### src/rtl/fighter_pkg.sv
// Shared definitions for the fighter animation controller.
//   anim_state_t : action FSM encoding (also driven onto state_out)
//   *_FRAMES     : number of animation frames per action
//   *_BASE       : first frame of each action in the sprite sheet; the
//                  sheet stores IDLE, WALK, PUNCH, KICK, HIT back to back
//   SPR_*_DEF    : default sprite cell size in pixels
package fighter_pkg;

  typedef enum logic [2:0] {
    IDLE  = 3'd0,
    WALK  = 3'd1,
    PUNCH = 3'd2,
    KICK  = 3'd3,
    HIT   = 3'd4
  } anim_state_t;

  localparam int SPR_W_DEF = 60;
  localparam int SPR_H_DEF = 90;

  localparam int IDLE_FRAMES  = 4;
  localparam int WALK_FRAMES  = 4;
  localparam int PUNCH_FRAMES = 3;
  localparam int KICK_FRAMES  = 4;
  localparam int HIT_FRAMES   = 2;

  localparam int IDLE_BASE  = 0;
  localparam int WALK_BASE  = IDLE_BASE  + IDLE_FRAMES;
  localparam int PUNCH_BASE = WALK_BASE  + WALK_FRAMES;
  localparam int KICK_BASE  = PUNCH_BASE + PUNCH_FRAMES;
  localparam int HIT_BASE   = KICK_BASE  + KICK_FRAMES;

  function automatic logic [2:0] frame_count(input anim_state_t s);
    case (s)
      IDLE:    return 3'(IDLE_FRAMES);
      WALK:    return 3'(WALK_FRAMES);
      PUNCH:   return 3'(PUNCH_FRAMES);
      KICK:    return 3'(KICK_FRAMES);
      HIT:     return 3'(HIT_FRAMES);
      default: return 3'(IDLE_FRAMES);
    endcase
  endfunction

  function automatic logic [4:0] sheet_base(input anim_state_t s);
    case (s)
      IDLE:    return 5'(IDLE_BASE);
      WALK:    return 5'(WALK_BASE);
      PUNCH:   return 5'(PUNCH_BASE);
      KICK:    return 5'(KICK_BASE);
      HIT:     return 5'(HIT_BASE);
      default: return 5'(IDLE_BASE);
    endcase
  endfunction

endpackage

### src/rtl/fighter_anim_ctrl_sprite_addr_gen.sv
// sprite_addr_gen: one-cycle DrawX/DrawY -> sprite ROM address pipeline.
//   vga_clk, reset      : pixel clock, asynchronous active-high reset
//   draw_x, draw_y      : current beam position
//   sprite_x            : sprite left edge (top edge is GROUND_Y)
//   frame_base          : ROM address of the current frame's first pixel
//   mirror              : flip columns horizontally (FIGHTER_MIRROR_EN only)
//   rom_address         : registered ROM address; holds frame_base outside
//                         the sprite box
//   in_sprite           : registered, aligned with rom_address
// Build option: define FIGHTER_MIRROR_EN to read columns right-to-left
// when mirror=1; otherwise mirror is ignored.
module sprite_addr_gen
  import fighter_pkg::*;
#(
  parameter int SPR_W    = SPR_W_DEF,
  parameter int SPR_H    = SPR_H_DEF,
  parameter int ADDR_W   = 17,
  parameter int GROUND_Y = 300
) (
  input  logic              vga_clk,
  input  logic              reset,
  input  logic [9:0]        draw_x,
  input  logic [9:0]        draw_y,
  input  logic [9:0]        sprite_x,
  input  logic [ADDR_W-1:0] frame_base,
  input  logic              mirror,
  output logic [ADDR_W-1:0] rom_address,
  output logic              in_sprite
);

  localparam logic signed [10:0] SPR_W_S    = 11'(SPR_W);
  localparam logic signed [10:0] SPR_H_S    = 11'(SPR_H);
  localparam logic signed [10:0] GROUND_Y_S = 11'(GROUND_Y);

  logic signed [10:0] dx_p0, dy_p0;
  logic               hit_p0;
  logic [ADDR_W-1:0]  col_p0, row_p0, addr_p0;
  logic [ADDR_W-1:0]  rom_address_p1;
  logic               vld_p1;

  // ---- stage p0: offsets into the sprite box (one extra bit for sign)
  assign dx_p0  = $signed({1'b0, draw_x}) - $signed({1'b0, sprite_x});
  assign dy_p0  = $signed({1'b0, draw_y}) - GROUND_Y_S;
  assign hit_p0 = (dx_p0 >= 11'sd0) && (dx_p0 < SPR_W_S) &&
                  (dy_p0 >= 11'sd0) && (dy_p0 < SPR_H_S);

`ifdef FIGHTER_MIRROR_EN
  always_comb begin
    col_p0 = ADDR_W'($unsigned(dx_p0));
    if (mirror) col_p0 = ADDR_W'(SPR_W - 1) - ADDR_W'($unsigned(dx_p0));
  end
`else
  logic mirror_unused;
  assign mirror_unused = mirror;
  assign col_p0 = ADDR_W'($unsigned(dx_p0));
`endif

  // Row/column terms are only meaningful when hit_p0 is set.
  assign row_p0  = ADDR_W'($unsigned(dy_p0)) * ADDR_W'(SPR_W);
  assign addr_p0 = frame_base + row_p0 + col_p0;

  // ---- stage p1: registered address and in-box flag
  always_ff @(posedge vga_clk or posedge reset) begin
    if (reset) begin
      rom_address_p1 <= '0;
      vld_p1         <= 1'b0;
    end else begin
      vld_p1         <= hit_p0;
      rom_address_p1 <= hit_p0 ? addr_p0 : frame_base;
    end
  end

  assign rom_address = rom_address_p1;
  assign in_sprite   = vld_p1;

endmodule

### src/rtl/fighter_anim_ctrl.sv
// fighter_anim_ctrl: animation sequencer and sprite address generator for
// one fighter.
//   vga_clk, reset        : pixel clock, asynchronous active-high reset
//   frame_tick            : one-cycle pulse per video frame (vblank)
//   req_left/req_right    : walk requests (held)
//   req_punch/req_kick    : attack requests (level)
//   hit_in                : one-cycle pulse, fighter struck
//   DrawX, DrawY          : current beam position
//   rom_address,in_sprite : registered sprite ROM address / in-box flag
//   sprite_x, facing_left : position and facing
//   state_out, attacking  : current action, high in PUNCH/KICK
// Build option: FIGHTER_MIRROR_EN flips the sprite horizontally when
// facing_left=1 (handled inside sprite_addr_gen).
// ADDR_W must hold (total frames x SPR_W x SPR_H).
module fighter_anim_ctrl
  import fighter_pkg::*;
#(
  parameter int SPR_W           = SPR_W_DEF,
  parameter int SPR_H           = SPR_H_DEF,
  parameter int ADDR_W          = 17,
  parameter int TICKS_PER_FRAME = 6,
  parameter int X_MIN           = 0,
  parameter int X_MAX           = 580,
  parameter int X_START         = 100,
  parameter int GROUND_Y        = 300,
  parameter int STEP            = 2
) (
  input  logic              vga_clk,
  input  logic              reset,
  input  logic              frame_tick,
  input  logic              req_left,
  input  logic              req_right,
  input  logic              req_punch,
  input  logic              req_kick,
  input  logic              hit_in,
  input  logic [9:0]        DrawX,
  input  logic [9:0]        DrawY,
  output logic [ADDR_W-1:0] rom_address,
  output logic              in_sprite,
  output logic [9:0]        sprite_x,
  output logic              facing_left,
  output logic [2:0]        state_out,
  output logic              attacking
);

  localparam int TC_W = (TICKS_PER_FRAME > 1) ? $clog2(TICKS_PER_FRAME) : 1;
  localparam logic signed [11:0] STEP_S  = 12'(STEP);
  localparam logic signed [11:0] X_MIN_S = 12'(X_MIN);
  localparam logic signed [11:0] X_MAX_S = 12'(X_MAX);

  // Move one step and saturate at the screen bounds (no wrap).
  function automatic logic [9:0] step_x(input logic [9:0] x, input logic left);
    logic signed [11:0] nx;
    nx = left ? ($signed({2'b00, x}) - STEP_S) : ($signed({2'b00, x}) + STEP_S);
    if (nx < X_MIN_S)      return 10'(X_MIN);
    else if (nx > X_MAX_S) return 10'(X_MAX);
    else                   return 10'(nx);
  endfunction

  function automatic logic [ADDR_W-1:0] calc_base(input anim_state_t s,
                                                  input logic [2:0]  f);
    return ADDR_W'(sheet_base(s) + 5'(f)) * ADDR_W'(SPR_W * SPR_H);
  endfunction

  anim_state_t       state_q, state_d, want;
  logic [TC_W-1:0]   tick_q, tick_d;
  logic [2:0]        frame_q, frame_d;
  logic [9:0]        x_q, x_d;
  logic              face_q, face_d;
  logic              hit_pend_q, hit_pend_d;
  logic [ADDR_W-1:0] base_q, base_d;
  logic              walk_req, last_tick, last_frame, busy, done, enter;

  assign walk_req   = req_left ^ req_right;
  assign last_tick  = (tick_q == TC_W'(TICKS_PER_FRAME - 1));
  assign last_frame = (frame_q == frame_count(state_q) - 3'd1);
  assign busy       = (state_q == PUNCH) || (state_q == KICK) || (state_q == HIT);
  assign done       = last_tick && last_frame;

  always_comb begin
    if (req_punch)     want = PUNCH;
    else if (req_kick) want = KICK;
    else if (walk_req) want = WALK;
    else               want = IDLE;
  end

  always_comb begin
    state_d    = state_q;
    tick_d     = tick_q;
    frame_d    = frame_q;
    x_d        = x_q;
    face_d     = face_q;
    hit_pend_d = hit_pend_q | hit_in;
    base_d     = base_q;
    enter      = 1'b0;
    if (frame_tick) begin
      // A hit arriving on the tick cycle itself is consumed immediately.
      hit_pend_d = 1'b0;
      if (hit_pend_q || hit_in) begin
        state_d = HIT;
        enter   = 1'b1;
      end else if (busy && !done) begin
        state_d = state_q;
      end else if (busy || (want != state_q)) begin
        // Finishing an attack goes through the normal priority pick, so a
        // still-held request re-enters that action from frame 0.
        state_d = want;
        enter   = 1'b1;
      end

      if (enter) begin
        tick_d  = '0;
        frame_d = '0;
      end else if (last_tick) begin
        tick_d  = '0;
        frame_d = last_frame ? 3'd0 : frame_q + 3'd1;
      end else begin
        tick_d  = tick_q + TC_W'(1);
      end

      if (state_d == WALK) begin
        face_d = req_left;
        x_d    = step_x(x_q, req_left);
      end
      base_d = calc_base(state_d, frame_d);
    end
  end

  // ---- control registers, updated only at vblank ticks
  always_ff @(posedge vga_clk or posedge reset) begin
    if (reset) begin
      state_q    <= IDLE;
      tick_q     <= '0;
      frame_q    <= '0;
      x_q        <= 10'(X_START);
      face_q     <= 1'b0;
      hit_pend_q <= 1'b0;
      base_q     <= '0;
    end else begin
      state_q    <= state_d;
      tick_q     <= tick_d;
      frame_q    <= frame_d;
      x_q        <= x_d;
      face_q     <= face_d;
      hit_pend_q <= hit_pend_d;
      base_q     <= base_d;
    end
  end

  sprite_addr_gen #(
    .SPR_W    (SPR_W),
    .SPR_H    (SPR_H),
    .ADDR_W   (ADDR_W),
    .GROUND_Y (GROUND_Y)
  ) u_addr (
    .vga_clk     (vga_clk),
    .reset       (reset),
    .draw_x      (DrawX),
    .draw_y      (DrawY),
    .sprite_x    (x_q),
    .frame_base  (base_q),
    .mirror      (face_q),
    .rom_address (rom_address),
    .in_sprite   (in_sprite)
  );

  assign sprite_x    = x_q;
  assign facing_left = face_q;
  assign state_out   = state_q;
  assign attacking   = (state_q == PUNCH) || (state_q == KICK);

endmodule

### config.mk
export PLATFORM = sky130hd
export DESIGN_NAME = fighter_anim_ctrl
export DESIGN_NICKNAME = d
export VERILOG_FILES = /design/src/rtl/fighter_pkg.sv /design/src/rtl/fighter_anim_ctrl_sprite_addr_gen.sv /design/src/rtl/fighter_anim_ctrl.sv
export SDC_FILE = /design/constraint.sdc
export NUM_CORES = 1
export LEC_CHECK = 0
export ABC_AREA = 1
export BUFFER_PORTS_ARGS = -buffer_cell sky130_fd_sc_hd__buf_4
export CAP_MARGIN = 20
export CORE_MARGIN = 8
export CORE_UTILIZATION = 25
export CTS_BUF_LIST = sky130_fd_sc_hd__clkbuf_2 sky130_fd_sc_hd__clkbuf_4 sky130_fd_sc_hd__clkbuf_8
export DETAILED_ROUTE_END_ITERATION = 16
export PLACE_DENSITY = 0.4
export SLEW_MARGIN = 40
export SYNTH_ARGS = -nofsm -noshare
export SYNTH_HDL_FRONTEND = slang
export SYNTH_SLANG_ARGS = --single-unit
export TNS_END_PERCENT = 30
### constraint.sdc
create_clock -name vga_clk -period 12.8 [get_ports vga_clk]
set_input_delay 2.56 -clock vga_clk [delete_from_list [all_inputs] [get_ports vga_clk]]
set_output_delay 2.56 -clock vga_clk [all_outputs]
set_load 0.05 [all_outputs]
Yosys cells after proc, flatten, opt, wreduce, memory -nomap -nowiden
Cells that the tools add are included.
{"block": "word_totals", "in_bits": 28, "elab_cells": 75, "out_inout_bits": 33, "regBits": 53}
{"block": "classes", "n_reduce_logical": 11, "mul": 2, "bitwise": 2, "magnitude_cmp": 6, "muxes": 25, "n_addsub": 10, "eq_ne": 10}
{"cell": "2-to-1 mux 3 bit", "n": 10}
{"cell": "greater-or-equal comparator 11 x 1 -> 1 bit, second input constant", "n": 2}
{"cell": "2-to-1 mux 10 bit", "n": 2}
{"cell": "adder 17 x 11 -> 17 bit", "n": 1}
{"cell": "adder 17 bit", "n": 1}
{"cell": "2-to-1 mux 17 bit", "n": 1}
{"cell": "one-hot mux 4 bit (4 select lines)", "n": 1}
{"cell": "multiplier 11 x 4 -> 15 bit, second input constant", "n": 1}
{"cell": "multiplier 6 x 10 -> 14 bit, second input constant", "n": 1}
{"cell": "equality test 3 x 2 -> 1 bit, second input constant", "n": 4}
{"cell": "greater-than comparator 12 x 11 -> 1 bit, second input constant", "n": 1}
{"cell": "< comparator 12 x 1 -> 1 bit, second input constant", "n": 1}
{"cell": "2-to-1 mux 12 bit", "n": 1}
{"cell": "adder 10 x 2 -> 11 bit, second input constant", "n": 1}
{"cell": "< comparator 11 x 7 -> 1 bit, second input constant", "n": 1}
{"cell": "< comparator 11 x 8 -> 1 bit, second input constant", "n": 1}
{"cell": "subtractor 10 x 10 -> 11 bit", "n": 1}
{"cell": "subtractor 10 x 2 -> 11 bit, second input constant", "n": 1}
{"cell": "subtractor 10 x 9 -> 11 bit, second input constant", "n": 1}
{"cell": "equality test 3 bit, second input constant", "n": 3}
{"cell": "adder 3 x 1 -> 3 bit, second input constant", "n": 2}
{"cell": "adder 5 x 3 -> 6 bit", "n": 1}
{"cell": "2-to-1 mux 1 bit", "n": 6}
{"cell": "one-hot mux 3 bit (2 select lines)", "n": 1}
{"cell": "12 further kinds", "n": 20}

Longest topological paths before layout
{"block": "depth", "word_depth": 15, "depth_mapped": 33, "mapped_depth_nobuf": 32}

By module
From an unflattened synthesis, not the netlist that was laid out.
{"block": "unflattened", "hier_cells": 988, "area_unflattened_um2": 6867.8}
{"module": "sprite_addr_gen", "area_per_inst_um2": 3932.5, "cells_per_inst": 583, "instances": 1, "seq_area_each_um2": 450.4}
{"module": "fighter_anim_ctrl", "area_per_inst_um2": 2935.3, "cells_per_inst": 405, "instances": 1, "seq_area_each_um2": 854.6}

Worst setup path after synthesis
OpenSTA, ideal clock, no wires.
{"block": "synth_path", "path_type": "input -> register", "startpoint": "input port DrawY[2]", "endpoint": "register u_addr.rom_address_p1[16], in the netlist u_addr.rom_address[16]", "t_arrival_ns": 6.809, "path_buffers": 0, "path_stages": 27, "setup_time_ns": 0.118, "required_ns": 12.682, "path_slack_ns": 5.872, "path_cell_list": "ha_1 > o21ai_0 > nand3_1 > xor2_1 > inv_1 > fa_1 > fa_1 > ha_1 > nand2_1 > o21ai_0 > nand2_1 > nand2_1 > nand2_1 > nand2_1 > xor2_1 > ha_1 > ha_1 > nand2_1 > nor2_1 > o21ai_0 > nand3_1 > nor2_1 > inv_1 > nand2_1 > nand2_1 > nand4_1 > nand2_1"}
{"block": "synth_via", "elab_chain_len": 5, "word_cells_on_any_way": 9, "cone_classes": "3 x add/sub; 1 x mul; 2 x order compare; 1 x mux; 2 x reduce/logical"}
{"element": "from (decl)", "line_no": "fighter_anim_ctrl.sv:37", "rtl": "input logic [9:0] DrawY,"}
{"element": "subtractor 10 x 9 -> 11 bit *", "line_no": "fighter_anim_ctrl_sprite_addr_gen.sv:43", "rtl": "assign dy_p0 = $signed({1'b0, draw_y}) - GROUND_Y_S;"}
{"element": "multiplier 11 x 4 -> 15 bit / greater-or-equal comparator 11 x 1 -> 1 bit (equally long branches)", "line_no": "fighter_anim_ctrl_sprite_addr_gen.sv:59, fighter_anim_ctrl_sprite_addr_gen.sv:45"}
{"element": "adder 17 bit / logical AND 1 bit (equally long branches)", "line_no": "fighter_anim_ctrl_sprite_addr_gen.sv:60, fighter_anim_ctrl_sprite_addr_gen.sv:44"}
{"element": "adder 17 x 11 -> 17 bit / logical AND 1 bit (equally long branches)", "line_no": "fighter_anim_ctrl_sprite_addr_gen.sv:60, fighter_anim_ctrl_sprite_addr_gen.sv:45"}
{"element": "2-to-1 mux 17 bit *", "line_no": "fighter_anim_ctrl_sprite_addr_gen.sv:69", "rtl": "rom_address_p1 <= hit_p0 ? addr_p0 : frame_base;"}
{"element": "to (signal assigned)", "line_no": "fighter_anim_ctrl_sprite_addr_gen.sv:69"}
{"element": "to (decl)", "line_no": "fighter_anim_ctrl_sprite_addr_gen.sv:38", "rtl": "logic [ADDR_W-1:0] rom_address_p1;"}
Mark *: on every way between the ends. The rest lies on a longest branch, timed or not.
A chain may end at the register's enable or synchronous reset.

Worst setup path after layout
Same ends and word-level chain as after synthesis.

==> impl.org <==
** Outcome
- Run status :: complete, no violations

** Logic synthesis
- The commonest cells after synthesis are 237 x sky130_fd_sc_hd__nand2_1, 125 x sky130_fd_sc_hd__inv_1, 88 x sky130_fd_sc_hd__ha_1.
- Of the post-synthesis cell area, the dominant cell type holds 0.1962.
- Yosys instantiated no cell more often than sky130_fd_sc_hd__nand2_1.
- Post-synthesis cell type with the largest combined area :: sky130_fd_sc_hd__dfrtp_1
- Register area share after synthesis :: 0.2088
- Averaged over all synthesized cells, the footprint is 7.320 sq um.
- For this run, the number of Yosys warnings is 0.
- The synthesized netlist occupies a cell area of 0.006251 sq mm.
- After synthesis, the netlist uses 47 different library cells.
- FF+latch count, synth :: 52
- The synthesized design contains 0 enable-type register cells.
- Top FF cell, synth :: sky130_fd_sc_hd__dfrtp_1
- Proportion of register bits with asynchronous set or reset after synthesis :: 1.000
- Cell count after synthesis :: 854
- Dominant cells by area after synthesis :: sky130_fd_sc_hd__dfrtp_1 20%, sky130_fd_sc_hd__ha_1 18%, sky130_fd_sc_hd__nand2_1 14%

** Critical path
- Together, buffers and inverters on the worst path number 3.
- Data required time of the critical path :: 13.01 ns
- Reg-to-reg endpoint :: base_q[16]$_DFFE_PP0P_
- Family of cells with the greatest summed delay on the critical path :: adder cells
- Worst r2r src :: state_out[0]$_DFFE_PP0P_
- In this run the worst path has a maximum fanout of 7.
- Setup slack on the worst flop-to-flop path :: 7.50 ns
- Critical path class :: primary input to flop
- Critical-path cell with the highest stage delay :: sky130_fd_sc_hd__fa_1
- Worst EP arrival :: 7.48 ns
- Critical path endpoint category :: flop
- Critical Path Start Type :: primary input
- Delay of the slowest critical-path stage :: 0.50 ns
- In this design, the critical path's most frequently occurring cell is sky130_fd_sc_hd__nand2_1.
- Worst Reg2Reg Path Length in Cells :: 25

** STA
- After layout, the minimum clock period comes to 7.270 ns.
- Slew Limit Headroom :: 0.5258
- The final max-slew violation count is 0.
- Unrepaired setup endpoints after global routing :: no
- Final critical-path setup slack :: 5.530 ns
- Setup violations remaining at the end of the flow were counted as 0.
- Actual slew at the worst max-slew pin :: 0.7113 ns
- Clock skew on the completed layout was measured at 0.01635 ns.
- Number of failing hold endpoints at the final stage :: 0
- For the final routed database, the setup TNS stands at 0 ns.
- Final period utilization :: 0.5680
- Based on the critical path, the design can be clocked at up to 137.5 MHz.

** Routing
- Count of antenna-violating nets left after detailed routing :: 0
- Max layer used :: met4
- Wirelength, routed :: 16,700 microns
- After detailed routing, the number of remaining DRC violations is 0.
- In the detailed route, the total length drawn on met3 is 595 microns.
- In the routed layout, each cell is associated on average with a via count of 4.421.
- Wire length on met2 :: 7381 microns
- Initial DRC count :: 309
- Via count :: 5,482
- Routed length per placed instance :: 13.47 microns
- Before antenna repair, the detailed router went through 5 iterations.
- The detailed router put a total of 8566 microns of wire on met1.

** Layout
- The repair_antennas step left the layout with diodes totalling 0.
- Cell Count, Final, Fillers Out :: 1,240
- Of the cells placed in the final design, the portion with a size suffix greater than 1 is 0.1033.
- Compared with the post-synthesis result, the final layout area differs by 14.61%.
- At the end of the flow, the number of nets in the layout was 1,055.

** Hold path
- The worst hold path passes through 2 cells.
- Launch point of the worst hold path :: base_q[7]$_DFFE_PP0P_
- The path with the worst hold slack has its endpoint at u_addr.rom_address[7]$_DFF_PP0_.
- Hold Path Class :: flop to flop

** Placed design
- After legalization and detailed placement, the total HPWL measured 13,770 microns.
- OpenSTA, run right after detailed placement, puts the worst setup slack at 5.155 ns.
- Input and output buffers added on the ports amount to 59.
- Weighted congestion at the end of routability-driven global placement :: 0.8481
- Including well taps, the total number of placed cells is 1,232.

** Global route
- The total overflow left after global routing is 0.
- The number of antenna violations at the first check in global routing came to 0.
- Pin count of the biggest net entering global routing :: 53
- The via count of the first global-routing pass came to 5,515.
- Overall global routing resource usage :: 0.1110
- Global-route wire length before repair :: 28,280 microns

** Power and ir drop
- Summed over all cells, the static leakage comes to 3.783 nW.
- Worst ir drop on vdd :: 0.1476 mV
- For this design the ratio of total power to cell area is 221.0 mW/mm^2.

** Clock network
- Clock-pin slew was measured on the worst setup and hold paths at 0.10 ns.
- Clock network latency to the later pin of the worst-skew pair :: 0.32 ns
- Master cell of the clock root buffer :: sky130_fd_sc_hd__clkbuf_8
- Clock Sink Count :: 52
- The H-tree was split into 2 levels.
- Post-CTS repair changed the size of 0 cells.
- Clock Path Buffers :: 2
- CTS Buf Count :: 5
- Post-CTS Hold Fix Bufs :: 0
- Post-CTS timing repair inserted 0 buffers for setup.
- TritonCTS built the clock tree.

** Die
- The floorplan has 58 rows.
- Vertical die dimension :: 174.1 microns
- Width of the die :: 174.1 microns
- Die area :: 0.03032 sq mm
- IO Count :: 61
- The initial utilization of the core area, before any placement, comes to 0.2511.
- Core region area :: 0.02489 sq mm

** Run
- Total of max-cap violations :: 0
==> report_power, final <==
part | leakage (nW) | internal (W) | switching (W)
clock network | 0.0592 | 0.0000614 | 0.0000615
logic | 3.07 | 0.000472 | 0.000765
registers | 0.650 | 0.000195 | 0.0000279
==> stage by stage <==
step	hold slack [ns]	cell area (sq um)	util	power, W
6_report	0.4735	7164	0.2878	0.001583
4_1_cts	0.4843	7164	0.2878	0.001600
3_3_place_gp	0.4538	7049	0.2832	0.001484
3_5_place_dp	0.4632	7049	0.2832	0.001461
5_1_grt	0.5095	7164	0.2878	0.001782
2_1_floorplan	0.4419	6255	-	0.001180
==> flip-flops by register name, summed over array words and instances, names as in the netlist <==
name / cells
tick_q: 3
state_out: 3
sprite_x: 9
facing_left: 1
u_addr.in_sprite: 1
frame_q: 3
hit_pend_q: 1
base_q: 14
u_addr.rom_address: 17
==> how the worst max path moves through the flow <==
stage,start,to,depth (start not counted)
floorplan,DrawY[2],u_addr.rom_address[16]$_DFF_PP0_,27
global placement,DrawY[2],u_addr.rom_address[15]$_DFF_PP0_,23
detailed placement,DrawY[2],u_addr.rom_address[16]$_DFF_PP0_,26
CTS,DrawY[2],u_addr.rom_address[16]$_DFF_PP0_,26
global route,DrawY[2],u_addr.rom_address[16]$_DFF_PP0_,26
finish,DrawY[2],u_addr.rom_address[16]$_DFF_PP0_,28
==> worst min-delay path, cell delays in order (launching register included) <==
cell and delay [ns]:
sky130_fd_sc_hd__dfrtp_1 0.36, sky130_fd_sc_hd__nand2_1 0.05, sky130_fd_sc_hd__nand2_1 0.05
==> cells by family (layout without fill, tap and decap cells) <==
family          after synthesis  count (layout)  share of synthesized area
compound gates              101             101                    0.09268
fa+ha+maj                   118             118                     0.2722
simple gates                398             398                     0.2748
other cells                   1               2                  0.0005999
flops                        52              52                     0.2088
xor+xnor                     42              42                    0.06185
buf+inv                     142             197                    0.08907
==> routing by layer <==
metal	up-vias	GRT usage
met5	-	0
met2	85	0.1763
met1	2515	0.1572
li1	2871	-
met3	11	0.01757
met4	0	0.01995
==> layout by cell type, fill, tap and decap left out, types with 2 or more instances in the layout <==
cell type | Yosys | final
sky130_fd_sc_hd__xnor2_1 | 15 | 15
sky130_fd_sc_hd__dfrtp_1 | 49 | 49
sky130_fd_sc_hd__a21o_1 | 3 | 3
sky130_fd_sc_hd__o21ai_0 | 35 | 35
sky130_fd_sc_hd__nand4_1 | 33 | 33
sky130_fd_sc_hd__ha_1 | 88 | 88
sky130_fd_sc_hd__dfstp_2 | 3 | 3
sky130_fd_sc_hd__xor2_1 | 26 | 26
sky130_fd_sc_hd__inv_2 | 2 | 3
sky130_fd_sc_hd__inv_1 | 125 | 124
sky130_fd_sc_hd__conb_1 | 1 | 2
sky130_fd_sc_hd__buf_4 | 3 | 61
sky130_fd_sc_hd__clkbuf_8 | 0 | 5
sky130_fd_sc_hd__nand3b_1 | 2 | 2
sky130_fd_sc_hd__a31oi_1 | 7 | 7
sky130_fd_sc_hd__a21oi_1 | 38 | 38
sky130_fd_sc_hd__fa_1 | 30 | 30
sky130_fd_sc_hd__nor2_2 | 5 | 5
sky130_fd_sc_hd__or2_2 | 4 | 4
sky130_fd_sc_hd__nand2_1 | 237 | 237
sky130_fd_sc_hd__nor3_1 | 6 | 6
sky130_fd_sc_hd__nand2_2 | 2 | 2
sky130_fd_sc_hd__o21ai_1 | 2 | 2
sky130_fd_sc_hd__nand3_1 | 51 | 51
sky130_fd_sc_hd__o22ai_1 | 4 | 4
sky130_fd_sc_hd__nor2_1 | 53 | 53
==> final cells by class <==
class / instances / area (sq um)
fill: 2780 / 17730
inverter: 128 / 480.5
clock buffer: 6 / 76.32
tap: 330 / 412.9
timing repair buffer: 61 / 457.9
clock inverter: 2 / 38.79
multi-input combinational: 661 / 4393
sequential: 52 / 1305
Power figures use the tool's default switching activity.
